--- src/rtl/serial_pkg.sv ---
// serial_pkg: shared constants and state encoding for the serial link blocks
package serial_pkg;
    localparam int SER_WIDTH = 4;
    typedef enum logic {
        ST_IDLE  = 1'b0,
        ST_SHIFT = 1'b1
    } state_t;
endpackage

--- src/rtl/piso_serializer.sv ---
// piso_serializer: valid/ready parallel-in, one-bit-per-clock serial-out transmitter
module piso_serializer
    import serial_pkg::*;
#(
    parameter int WIDTH     = SER_WIDTH,
    parameter bit MSB_FIRST = 1'b1
) (
    input  logic             clk,
    input  logic             rst_n,
    input  logic [WIDTH-1:0] data_in,
    input  logic             load_valid,
    output logic             load_ready,
    output logic             serial_out,
    output logic             serial_valid,
    output logic             done
);
    localparam int CW = $clog2(WIDTH);
    state_t state, state_nxt;
    logic [WIDTH-1:0] sreg, sreg_nxt;
    logic [CW-1:0] cnt, cnt_nxt;
    logic last, accept;
    always_ff @(posedge clk) begin
        if (!rst_n) begin
            state <= ST_IDLE;
            cnt   <= '0;
            sreg  <= '0;
        end else begin
            state <= state_nxt;
            cnt   <= cnt_nxt;
            sreg  <= sreg_nxt;
        end
    end
    // outputs decode registered state only; load_valid feeds next-state logic alone
    always_comb begin
        last         = (state == ST_SHIFT) && (cnt == '0);
        load_ready   = (state == ST_IDLE) || last;
        accept       = load_valid && load_ready;
        serial_valid = (state == ST_SHIFT);
        done         = last;
        serial_out   = serial_valid & (MSB_FIRST ? sreg[WIDTH-1] : sreg[0]);
        state_nxt    = accept ? ST_SHIFT : (last ? ST_IDLE : state);
        cnt_nxt      = accept ? CW'(WIDTH-1) : ((state == ST_SHIFT && !last) ? cnt - 1'b1 : cnt);
        sreg_nxt     = accept ? data_in : ((state == ST_SHIFT) ? (MSB_FIRST ? sreg << 1 : sreg >> 1) : sreg);
    end
endmodule
--- config.mk ---
export PLATFORM = sky130hd
export DESIGN_NAME = piso_serializer
export DESIGN_NICKNAME = d
export VERILOG_FILES = /design/src/rtl/serial_pkg.sv /design/src/rtl/piso_serializer.sv
export SDC_FILE = /design/constraint.sdc
export NUM_CORES = 1
export LEC_CHECK = 0
export BUFFER_PORTS_ARGS = -buffer_cell sky130_fd_sc_hd__buf_2
export CORE_AREA = 2 2 39 41
export DETAILED_ROUTE_END_ITERATION = 12
export DIE_AREA = 0 0 41 43
export PLACE_DENSITY = 0.43
export SLEW_MARGIN = 40
export SYNTH_ARGS = -nofsm -noshare
export SYNTH_HDL_FRONTEND = slang
export SYNTH_SLANG_ARGS = --single-unit
--- constraint.sdc ---
create_clock -name clk -period 2.4 [get_ports clk]
set_input_delay 0.36 -clock clk [delete_from_list [all_inputs] [get_ports clk]]
set_output_delay 0.36 -clock clk [all_outputs]
set_load 0.05 [all_outputs]
==> out/results.ini <==
[outcome]
outcome=finished, final reports clean

[synthesis]
yosysSeqAreaShare=0.4073
synth_cells=40
avgSynthCellArea_um2=8.602
synth_seq_cells=7
ys_types=16
synth_fp_nets=48
ys_warn_count=0
synth.cell_area_um2=344.1

[critical_path]
start_kind=flip-flop
critical-path-top-delay-family=buffers and inverters
critPathMaxFanout=6
arrival_ns=1.42
reg2reg_slack_ns=1.13
slowest_stage=dfxtp_1
worstSetupPathType=reg -> out
r2r-start=cnt[0]
rr_endpoint=cnt[1]
end_kind=output port
worstPathCellList=inv_1 -> ha_1 -> and2b_2 -> inv_1 -> buf_2
cp_slowest_stage_delay_ns=0.32
crit_path_frequent_cell=inv_1
path_buf_inv=3
worst_r2r_path_depth=5
required_ns=2.04

[job]
cap_violations=0

[cells_and_area]
layout_common_cells=10 x buf_2, 7 x dfxtp_1, 5 x a211oi_1, 5 x nor3_1, 4 x inv_1
fin_nets=62
layout_commonest_cell=buf_2
area_growth_syn_to_layout_pct=25.82
drive_gt1_frac=0.2830
diodes=0
nFillCells=160

[global_route]
grt_pass1_wl_um=1124
grt_max_degree=14
grt_pass1_vias=279
track_usage=0.09586
grt_overflow=0
antenna_found_initial=0

[power]
p_clk_frac=0.347
swShare=0.2952
vdd_ir_drop_max_v=0.0002232
p_comb_frac=0.219
p_int_uw=217.4
leakagePower_uw=0.0001916
seq_power_share=0.434
switchingPower_uw=91.05
powerDensity_nw_per_um2=712.5
power_uw=308.5

[timing]
finalWorstSetupSlack_ns=0.6195
finClkSkew_ns=0.0002057
maxSlewHeadroom=0.8194
rsz0062_at_grt=no
setup_viol=0
finalCritPeriodShare=0.7419
tightest_slew_ns=0.2706
fmax_mhz=561.6
layout_min_cycle_time_ns=1.781
drv_slew=0
hold_violations=0
tns_ns=0

[worst_hold_path]
hp-start=data_in[1]
holdPathStages=3
hold_class=in -> reg
hold_end=sreg[1]

[clock_tree]
post_cts_resized=0
cts_sinks=7
htreeDepth=1
clockRootBuffer=clkbuf_4
cts_hold_buf=0
cts_buffers=3
cts.path.max_buffers=2
cts_tree=built
clk_pin_slew_ns=0.05
postCtsSetupRepairBufs=0
clk_latency_ns=0.25

[route]
dr.pass1.iters=4
drt-vias-per-instance=4.536
antenna_left=0
drt-total-wl_um=682
drt_iter0_markers=2
wl_per_cell_um=9.884
via_count=313
drc=0

[die]
start_util=0.2486
fp.dieW_um=41
core-area_um2=1384
io_pins=11
fp-row-count=14
dieArea_um2=1763
die_h_um=43

[placement]
preCtsSetupSlack_ns=0.8874
io_buffer_count=10
gp_congestion=0.6056

## layout make-up
type                       count  area [um^2]  area share
multi-input combinational     28        181.4      0.4191
tap                           16        20.02     0.04624
inverter                       4        15.01     0.03468
sequential                     7        140.1      0.3237
clock buffer                   4        26.28     0.06069
timing repair buffer          10        50.05      0.1156
## per-stage QoR
step | cells | hold WS, ns | utilization | area (um^2)
6_report | 69 | 0.4323 | 0.3128 | 432.9
5_1_grt | 69 | 0.4241 | 0.3128 | 432.9
4_1_cts | 69 | 0.4282 | 0.3128 | 432.9
3_5_place_dp | 65 | 0.4699 | 0.2939 | 406.6
3_3_place_gp | 65 | 0.4649 | 0.2939 | 406.6
2_1_floorplan | 40 | 0.4425 | - | 344.1
## worst max-delay path by stage
stage                      start         end  slack, ns  cells after the start
floorplan           serial_valid        done       0.82                      1
finish                    cnt[0]  load_ready       0.62                      5
detailed placement        cnt[0]  load_ready       0.89                      5
global placement          cnt[0]  load_ready       0.91                      5
CTS                       cnt[0]  load_ready       0.60                      5
global route              cnt[0]  load_ready       0.52                      5
## worst min-delay path, delay by kind of cell
| family | cells | cell delay (ns) |
|---|---|---|
| compound gates | 1 | 0.07 |
| buf+inv | 1 | 0.09 |
| simple gates | 1 | 0.11 |
## flip-flops by register name (all words and copies together), names as in the netlist
signal / flops
serial_valid: 1
cnt: 2
sreg: 4
## cells by family (layout without fill, tap and decap cells)
kind of cell,Yosys count,count (layout),synth area share
simple gates,16,16,0.2472
compound gates,10,10,0.2146
flops,7,7,0.4073
buf+inv,5,18,0.06545
fa+ha+maj,1,1,0.03636
mux,1,1,0.02909
## cells in the mapped netlist
| library cell | n | area (um^2) |
|---|---|---|
| dfxtp_1 | 7 | 140.1 |
| a211oi_1 | 5 | 37.54 |
| nor3_1 | 5 | 25.02 |
| inv_1 | 4 | 15.01 |
| nor2_1 | 3 | 11.26 |
| nor2b_1 | 3 | 18.77 |
| o22ai_1 | 3 | 18.77 |
| and2_1 | 2 | 12.51 |
| a21bo_2 | 1 | 10.01 |
| and2b_2 | 1 | 8.760 |
| buf_4 | 1 | 7.510 |
| ha_1 | 1 | 12.51 |
| mux2i_1 | 1 | 10.01 |
| nand2_1 | 1 | 3.750 |
| nand3_1 | 1 | 5.000 |
| o21a_1 | 1 | 7.510 |
## power by group through the flow
stage	sequential (uW)	combinational (uW)	clock (uW)
after floorplan	139	48.8	0
after global placement	137	68.6	0
after detailed placement	136	67.8	0
after CTS	134	68.3	116
after global routing	135	75.1	125
final	134	67.5	107
## routing by layer
layer  share of wire  up-vias  global-route usage
met5               0        -                   0
met2            0.45       10              0.1344
met4               0        0             0.06000
met1            0.49      133              0.1209
met3           0.057        0             0.03141
li1                -      170                   -
Power figures use the tool's default switching activity.
